`config.mk`:
```
export PLATFORM = sky130hd
export DESIGN_NAME = pendigits_tnn_sched
export DESIGN_NICKNAME = d
export VERILOG_FILES = /design/src/rtl/pendigits_tnn_sched.sv
export SDC_FILE = /design/constraint.sdc
export NUM_CORES = 1
export LEC_CHECK = 0
export CAP_MARGIN = 20
export CORE_AREA = 2 2 134 136
export CTS_CLUSTER_SIZE = 10
export DETAILED_ROUTE_END_ITERATION = 8
export DIE_AREA = 0 0 136 138
export GPL_TIMING_DRIVEN = 0
export PLACE_DENSITY_LB_ADDON = 0.12
export SLEW_MARGIN = 20
export SYNTH_ARGS = -nofsm -noshare
export SYNTH_HDL_FRONTEND = slang
export SYNTH_SLANG_ARGS = --single-unit
```
`constraint.sdc`:
```
create_clock -name clk -period 4.56 [get_ports clk]
set_clock_uncertainty 0.15 [all_clocks]
set_input_delay 0.912 -clock clk [delete_from_list [all_inputs] [get_ports clk]]
set_output_delay 0.912 -clock clk [all_outputs]
set_load 0.02 [all_outputs]
```
`src/rtl/pendigits_tnn_sched.sv`:
```
// Round-robin front end that time-shares one combinational pendigits classifier
// among R requesters and returns each class index tagged with its requester ID.
module pendigits_tnn_sched #(
    parameter int N      = 16,
    parameter int B      = 4,
    parameter int C      = 10,
    parameter int R      = 4,
    parameter int SETTLE = 2,
    localparam int KW    = $clog2(C),
    localparam int IW    = $clog2(R),
    localparam int SW    = N * B
) (
    input  logic              clk,
    input  logic              rst,
    input  logic [R-1:0]      req_valid,
    input  logic [R*SW-1:0]   req_data,
    output logic [R-1:0]      req_ready,
    output logic [SW-1:0]     cls_inp,
    input  logic [KW-1:0]     cls_klass,
    output logic              resp_valid,
    input  logic              resp_ready,
    output logic [IW-1:0]     resp_id,
    output logic [KW-1:0]     resp_klass,
    output logic              range_err
);
    localparam int CW = (SETTLE > 1) ? $clog2(SETTLE) : 1;
    localparam logic [IW:0]   R_L    = (IW+1)'(R);
    localparam logic [IW-1:0] LAST_L = IW'(R - 1);
    localparam logic [KW:0]   C_L    = (KW+1)'(C);

    typedef enum logic [1:0] {IDLE, EVAL, RESP} state_t;

    state_t        state;
    logic [IW-1:0] ptr;
    logic [IW-1:0] id;
    logic [CW-1:0] cnt;
    logic [IW-1:0] sel;
    logic          any;
    logic [IW:0]   sum;

    function automatic logic klass_oor(input logic [KW-1:0] k);
        return {1'b0, k} >= C_L;
    endfunction

    function automatic logic [IW-1:0] next_id(input logic [IW-1:0] i);
        return (i == LAST_L) ? '0 : i + IW'(1);
    endfunction

    // Scan from the farthest offset down so the offset nearest ptr wins.
    always_comb begin
        sel = '0;
        any = 1'b0;
        sum = '0;
        for (int k = R - 1; k >= 0; k--) begin
            sum = {1'b0, ptr} + (IW+1)'(k);
            if (sum >= R_L) sum = sum - R_L;
            if (req_valid[sum[IW-1:0]]) begin
                sel = sum[IW-1:0];
                any = 1'b1;
            end
        end
    end

    assign req_ready = (state == IDLE && any && !rst) ? (R'(1) << sel) : '0;

    always_ff @(posedge clk or posedge rst) begin
        if (rst) begin
            state      <= IDLE;
            ptr        <= '0;
            id         <= '0;
            cnt        <= '0;
            cls_inp    <= '0;
            resp_valid <= 1'b0;
            resp_id    <= '0;
            resp_klass <= '0;
            range_err  <= 1'b0;
        end else begin
            case (state)
                IDLE: begin
                    if (any) begin
                        cls_inp <= req_data[sel*SW +: SW];
                        id      <= sel;
                        cnt     <= CW'(SETTLE - 1);
                        state   <= EVAL;
                    end
                end
                EVAL: begin
                    if (cnt != '0) begin
                        cnt <= cnt - CW'(1);
                    end else begin
                        resp_klass <= cls_klass;
                        resp_id    <= id;
                        resp_valid <= 1'b1;
                        state      <= RESP;
                        if (klass_oor(cls_klass)) range_err <= 1'b1;
                    end
                end
                RESP: begin
                    // Advancing ptr past the served ID gives it lowest priority next.
                    if (resp_ready) begin
                        resp_valid <= 1'b0;
                        ptr        <= next_id(id);
                        state      <= IDLE;
                    end
                end
                default: state <= IDLE;
            endcase
        end
    end
endmodule

```
# Word-level counts from Yosys, hierarchy flattened
# Cells that the tools add are included.
# totals
reg_bits,79
out_inout_bits,76
# op_classes
n_reduce_logical,13
bitwise_logic,1
shift,2
addsub,9
n_eq_ne,6
muxes,32
magnitude_cmp,9
# op_table
cell,count
256-bit by 9-bit variable part select with 64-bit output,1
2-bit two-way mux,12
2-bit by 3-bit < comparator with 1-bit output (second input constant),4
1-bit two-way mux,12
3-bit >= comparator (second input constant),3
3-bit AND reduction,3
1-bit binary-select mux with 2-bit select,4
2-bit AND reduction,4
2-bit by 1-bit subtractor with 2-bit output (second input constant),4
2-bit by 2-bit adder with 3-bit output (second input constant),2
2-bit != test (second input constant),3
2-bit one-hot mux with 3 select lines,1
2-bit equality test (second input constant),2
4-bit >= comparator (second input constant),1
4-bit two-way mux,1
1-bit one-hot mux with 2 select lines,2
2-bit nonzero test,2
1-bit by 2-bit left shift with 4-bit output (first input constant),1
2-bit by 1-bit adder with 3-bit output (second input constant),1
2-bit by 3-bit >= comparator with 1-bit output (second input constant),1
2-bit by 1-bit adder with 2-bit output (second input constant),1
2-bit by 1-bit equality test with 1-bit output (second input constant),1
1-bit logical AND,2
2-bit logical NOT,1
other kinds (3),3

# Longest topological paths before layout
# Gate-level depths: netlist of the first run.
# logic_depth
word_depth,12
depth_mapped,7
mapped_depth_nobuf,5

# Least setup slack after synthesis of the first run
# No wires, ideal clock.
# synth_path
kind,input port to output port
startpoint,input port rst
endpoint,output port req_ready[0]
required_time_ns,3.498
arrival_time_ns,2.987
setup_slack_ns,0.511
path_stages,2
cell_sequence,inv_1 -> and2_1
# synth_between
elab_chain_len,3
# synth_lines
element,line_no,text
"start, declared",14,"input logic rst,"
1-bit logical NOT (no line),-,
1-bit logical AND,64,assign req_ready = (state == IDLE && any && !rst) ? (R'(1) << sel) : '0;
4-bit two-way mux,64,
"end, declared",17,"output logic [R-1:0] req_ready,"
# Every way passes these cells.

# Worst setup path in the final report of the first run
# layout_path
startpoint,input port req_valid[0]
endpoint,output port req_ready[0]
# layout_between
elab_chain_len,9
# layout_lines
element,line_no,text
"start, declared",15,"input logic [R-1:0] req_valid,"
1-bit binary-select mux with 2-bit select,57,if (req_valid[sum[IW-1:0]]) begin
1-bit two-way mux (not written as such),57,
1-bit two-way mux (4 in series),57,
1-bit logical AND (2 in series),64,
4-bit two-way mux (*),64,
# Mark *: on every way between the ends. The rest lies on a longest branch, timed or not. The select of a mux whose other input is x is not followed.

==> impl_results.md, run 1 <==
* Outcome: finished, final reports clean
* Vias in the first global route at around 5100
* Root buffer cell: clkbuf_16
* WL met3 at ~1500 µm
* Area occupied by multi-input gates at ~2100 µm²
* DRC at 0
* Sink Count at around 80
* Layout cell share with drive strength beyond 1 at under 10%
* # IOs at about 340
* Num CTS Buffers at 9
* Hold WS at 0.340 ns
* Area growth, synth to finish at 94.3%
* Reg2reg setup slack at approximately 2.2 ns
* Final wirelength at between 15000 and 20000 µm
* Unrepaired setup endpoints after global routing: no
* Seq/Total Area, Yosys at between 40 and 50%
* CTS tree: built
* Depth of the CTS H-tree at 3
* Most common cell in the netlist: a221o_1
* Vias per cell at slightly above 5
* Max VDD drop at roughly 0.22 mV
* Final core occ at 47.7%
* Post-synthesis instance area at around 4300 µm²
* P_leak at between 3 and 4 nW
* Largest cells by area after synthesis: dfrtp_1, a221o_1, and2_1
* Max FO, Critical Path at 10
* Overall power at 4.95 mW
* Post-Place Worst Slack at about 0.029 ns
* First-pass iteration count of the detailed router at 4
* Fin. Hold Viols at 0
* Core ar. at between 15000 and 20000 µm²
* Crit path DAT at about 3.4 ns
* Slew @ Worst Pin at 0.578 ns
* Crit share post-route at between 90% and 100%
* Global-route wire length before repair at 29300 µm
* Met2 routed WL at 10100 µm
* Required time worst endpoint at around 3.5 ns
* Rel. slew slack at roughly three fifths
* DIE AREA at 18800 µm²
* Fin crit period at 4.44 ns
* Top cells by count, synth: a221o_1, dfrtp_1, and2_1, clkbuf_1, buf_2
* Gr usage total at just over 20%
* Worst min path class: register to register
* Count of pins over their slew limit at 0
* Post-synth ARST share at 100%
* Met1 WL at between 7000 and 8000 µm
* Yosys top cell by area: dfrtp_1
* Number of distinct library cells after synthesis at 34
* Row count at slightly below 50
* CP Capture Type: primary output
* Startpoint type of the worst setup path: input pin
* Post-synth top flop: dfrtp_1
* Fin worst setup slack at 0.118 ns
* EDFF count, synth at 0
* Clk_lat worst skew at 0.35 ns
* Routed len/inst at 20.8 µm
* Final ANT Viol Nets at 0
* Final setup TNS at 0 ns
* Number of antenna diodes at 0
* Syn_area_per_cell at roughly 12 µm²
* IO Port Bufs at 342
* Max frequency at between 200 and 250 MHz
* Reg clk slew, reported paths at 0.07 ns
* CTS Buffer Depth at 2
* Die H at about 140 µm
* FF/Latch Area at 1980 µm²
* Initial antenna violation count at 0
* Final net count at 995
* Net Count, Synth at 640
* PD cells at about 590 nW/µm²
* DR top layer: met4
* Crit Path Class: input pin to primary output
* Total grt overflow at 0
* Width of the die at 136 µm
* Max-cap violations at 0
* FF+latch count, synth at 79
* DRT iter0 DRCs at between 200 and 250
* Post-synth top area share at between 40% and 50%
* Pin count of the biggest net entering global routing at 43
* YS warnings at 0
* Gate Count Post-Synth at 372
* Layout fillers at approximately 1600
* DR vias at approximately 5000
* Starting Density at 24.5%
* Final setup vio count at 0
* Post-DP HPWL at 15200 µm
* GP Congestion at 0.864
layout by cell type, fill, tap and decap left out, types with 4 or more instances in the layout:
master and count:
clkdlybuf4s50_1 340, a221o_1 128, dfrtp_1 79, and2_1 67, clkbuf_1 14, buf_2 10, clkbuf_16 9, nand2_1 8
mux2_2 7, buf_6 7, nor2_1 6, buf_4 6, a21oi_1 5, o21ai_0 4
flip-flops by register name (all words and copies together) (netlist names):
name	cells
range_err	1
state	2
ptr	2
id	2
resp_klass	4
resp_valid	1
cnt	1
resp_id	2
cls_inp	64
final timing paths:
| kind | start | cells after the start | endpoint |
|---|---|---|---|
| worst max-delay path | req_valid[0] | 8 | req_ready[0] |
| worst min-delay path | range_err | 1 | range_err |
| worst max register to register | state[0] | 7 | cls_inp[5] |
| worst min register to register | range_err | 1 | range_err |
| max in group asynchronous | rst | 3 | cls_inp[33] |
| min in group asynchronous | rst | 2 | cls_inp[54] |
cell families (layout without fill, tap and decap cells):
logic type,Yosys count,in the layout,share of synthesized area (%)
compound gates,144,144,32.3
fa+ha+maj,1,1,0.291
buf+inv,40,400,5.47
flops,79,79,46.0
mux,7,7,1.83
simple gates,101,101,14.1
critical path, stage by stage:
cell,delay [ns]
clkdlybuf4s50_1,0.53
or4_4,0.60
nand2_2,0.20
nor3b_2,0.09
buf_6,0.17
buf_4,0.18
and2_1,0.15
clkdlybuf4s50_1,0.54
stage by stage:
stage	cells	area (µm²)
after floorplan	372	4300
after global placement	943	8010
after detailed placement	944	8040
after CTS	960	8340
after global routing	961	8360
final	961	8360
layer usage:
| layer | track usage [%] | vias up |
|---|---|---|
| li1 | - | 2232 |
| met1 | 23.8 | 2395 |
| met2 | 36.2 | 239 |
| met3 | 4.95 | 26 |
| met4 | 7.68 | 0 |
| met5 | 0 | - |
power by group:
part	internal (mW)	switching (mW)
sequential	1.05	0.196
clock	0.440	0.311
combinational	1.59	1.35
final cells by class:
class                      instances  share of cell area (%)
tap                              229                    3.43
timing repair buffer             344                    41.4
buffer                            36                    2.64
sequential                        79                    23.7
clock buffer                      11                    2.90
clock inverter                     5                   0.674
inverter                           4                   0.210
multi-input combinational        253                    25.0
repair_timing:
action,CTS,global route
buffers inserted,0,1
hold buffers,0,0
setup endpoints to repair,0,2
resized for setup,0,3
(Power assumes the default switching activity.)
==> run 2: changes to the inputs <==
--- a/config.mk
+++ b/config.mk
@@ -5,13 +5,14 @@
 export SDC_FILE = /design/constraint.sdc
 export NUM_CORES = 1
 export LEC_CHECK = 0
-export CAP_MARGIN = 20
+export CAP_MARGIN = 25
 export CORE_AREA = 2 2 134 136
 export CTS_CLUSTER_SIZE = 10
 export DETAILED_ROUTE_END_ITERATION = 8
 export DIE_AREA = 0 0 136 138
 export GPL_TIMING_DRIVEN = 0
 export PLACE_DENSITY_LB_ADDON = 0.12
+export RECOVER_POWER = 25
 export SLEW_MARGIN = 20
 export SYNTH_ARGS = -nofsm -noshare
 export SYNTH_HDL_FRONTEND = slang
==> impl_results.md, run 2 (same netlist as run 1, synthesis figures left out) <==
* Fin. Hold Viols at 0 (unchanged)
* Count of pins over their slew limit at 41 (+41)
* Max FO, Critical Path at 10 (unchanged)
* Die H at 138 µm (unchanged)
* Pin count of the biggest net entering global routing at 43 (unchanged)
* Reg2reg setup slack at 2.15 ns (about the same)
* DRC at 0 (unchanged)
* GP Congestion at 0.864 (unchanged)
* Startpoint type of the worst setup path: input pin
* DR vias at 4931 (+0.80%)
* Biggest register: cls_inp
* Required time worst endpoint at 3.50 ns (about the same)
* # IOs at 343 (unchanged)
* Number of antenna diodes at 0 (unchanged)
* Initial antenna violation count at 0 (unchanged)
* Final net count at 995 (unchanged)
* Global-route wire length before repair at 29300 µm (unchanged)
* Worst R2R Start: state[0]
* Sink Count at 79 (unchanged)
* Max-cap violations at 1 (+1)
* Final setup vio count at 0 (unchanged)
* Most frequent cells in the layout: clkdlybuf4s50_1, a221o_1, dfrtp_1
* P_leak at 3.38 nW (-0.35%)
* Largest register FFs at 64 (unchanged)
* Vias per cell at 5.13 (+0.80%)
* Routed len/inst at 20.9 µm (+0.35%)
* Final wirelength at 20000 µm (+0.35%)
* Commonest non-fill, non-tap cell in the layout: clkdlybuf4s50_1
* Hold path endpoint: range_err
* Area growth, synth to finish at 93.8%
* GRT met3 Usage at 4.95% (unchanged)
* Fin worst setup slack at 0.113 ns (-0.00503 ns)
* Post-Place Worst Slack at 0.0287 ns (unchanged)
* Failing checks: max-capacitance violations, max-slew violations
* Crit Path Class: input pin to primary output
* Depth of the CTS H-tree at 3 (unchanged)
* Reg clk slew, reported paths at 0.07 ns (about the same)
* Hold path start: range_err
* Starting Density at 24.5% (unchanged)
* Num CTS Buffers at 9 (unchanged)
* Cts hold-fix bufs at 0 (unchanged)
* Unrepaired setup endpoints after global routing: no
* Max VDD drop at 0.222 mV (-0.16%)
* Crit path DAT at 3.38 ns (about the same)
* Max frequency at 225 MHz (-0.11%)
* Top Usage Layer GRT: met2
* CTS tree: built
* Fin crit period at 4.45 ns (+0.00503 ns)
* Vias in the first global route at 5055 (unchanged)
* Reg-to-reg endpoint: cls_inp[5]
* GR Util met1 at 23.8% (unchanged)
* Final ANT Viol Nets at 0 (unchanged)
* Core ar. at 17500 µm² (unchanged)
* Outcome: complete, but fails checks
* Slew @ Worst Pin at 2.38 ns (+1.80 ns)
* R2r worst-path depth at 7 (unchanged)
* Layout cell share with drive strength beyond 1 at 7.24% (-0.14 points)
* CP Capture Type: primary output
* Rel. slew slack at -58.5% (-120 points)
* Met2 Usage GRT at 36.2% (unchanged)
* First-pass iteration count of the detailed router at 4 (unchanged)
* Root buffer cell: clkbuf_16
* CTS Buffer Depth at 2 (unchanged)
* Top flop regs: cls_inp: 64 flops, resp_klass: 4 flops
* Gr usage total at 20.5% (unchanged)
* Post-DP HPWL at 15200 µm (unchanged)
* Crit share post-route at 97.5% (+0.11 points)
* PD cells at 593 nW/µm² (+0.16%)
* Clk_lat worst skew at 0.35 ns (about the same)
* Total grt overflow at 0 (unchanged)
* WHS Path Cells at 1 (unchanged)
* Row count at 49 (unchanged)
* Width of the die at 136 µm (unchanged)
* IO Port Bufs at 342 (unchanged)
* DIE AREA at 18800 µm² (unchanged)
* Worst min path class: register to register
* Overall power at 4.94 mW (-0.13%)
* DRT iter0 DRCs at 232 (+1.8%)
## run 2: metal layers
layer	part of all wire, %	wire length, µm
met3	7.8	1560
met5	0	0
met1	38	7700
met4	2.6	522
met2	51	10300
## run 2: how the worst max path moves through the flow
stage | start | endpoint | slack (ns) | cells after the start
6_report | req_valid[0] | req_ready[0] | 0.11 | 8
3_5_place_dp | req_valid[3] | req_ready[0] | 0.03 | 9
3_3_place_gp | rst | req_ready[0] | -1.39 | 4
5_1_grt | rst | cls_inp[38] | 0.02 | 3
4_1_cts | req_valid[3] | req_ready[0] | 0.02 | 9
2_1_floorplan | rst | req_ready[0] | 0.51 | 2
## run 2: worst max-delay path, stage by stage
cell and delay (ns):
clkdlybuf4s50_1 0.53, or4_4 0.60, nand2_2 0.20, nor3b_2 0.09, buf_6 0.17, buf_4 0.17, and2_1 0.15, clkdlybuf4s50_1 0.54
## run 2: layout make-up
class / instances / area (µm²)
Timing Repair Buffer: 344 / 3440
Clock inverter: 5 / 56.3
Sequential cell: 79 / 1980
Multi-Input combinational cell: 253 / 2090
Tap cell: 229 / 287
Clock buffer: 11 / 243
Inverter: 4 / 17.5
Fill cell: 1642 / 9200
Buffer: 36 / 220
## run 2: stage by stage
step / cell area (µm²) / setup TNS (ns) / util, % / std cells / hold slack [ns]
final: 8330 / 0 / 47.5 / 961 / 0.340
after global routing: 8330 / 0 / 47.5 / 961 / 0.376
after floorplan: 4300 / 0 / - / 372 / 0.306
after global placement: 8010 / -19.52 / 45.7 / 943 / 0.305
after detailed placement: 8040 / 0 / 45.9 / 944 / 0.324
after CTS: 8340 / 0 / 47.6 / 960 / 0.345
## run 2: power breakdown
| part | leakage (nW) | total (mW) | internal [mW] | switching [mW] |
|---|---|---|---|---|
| Combinational | 2.27 | 2.94 | 1.59 | 1.35 |
| Sequential | 0.965 | 1.25 | 1.05 | 0.196 |
| Clock | 0.146 | 0.749 | 0.440 | 0.310 |
## run 2: repair_timing
action,4_1_cts,5_1_grt
setup buffers,0,1
setup endpoints to repair,0,2
gates resized for setup,0,3
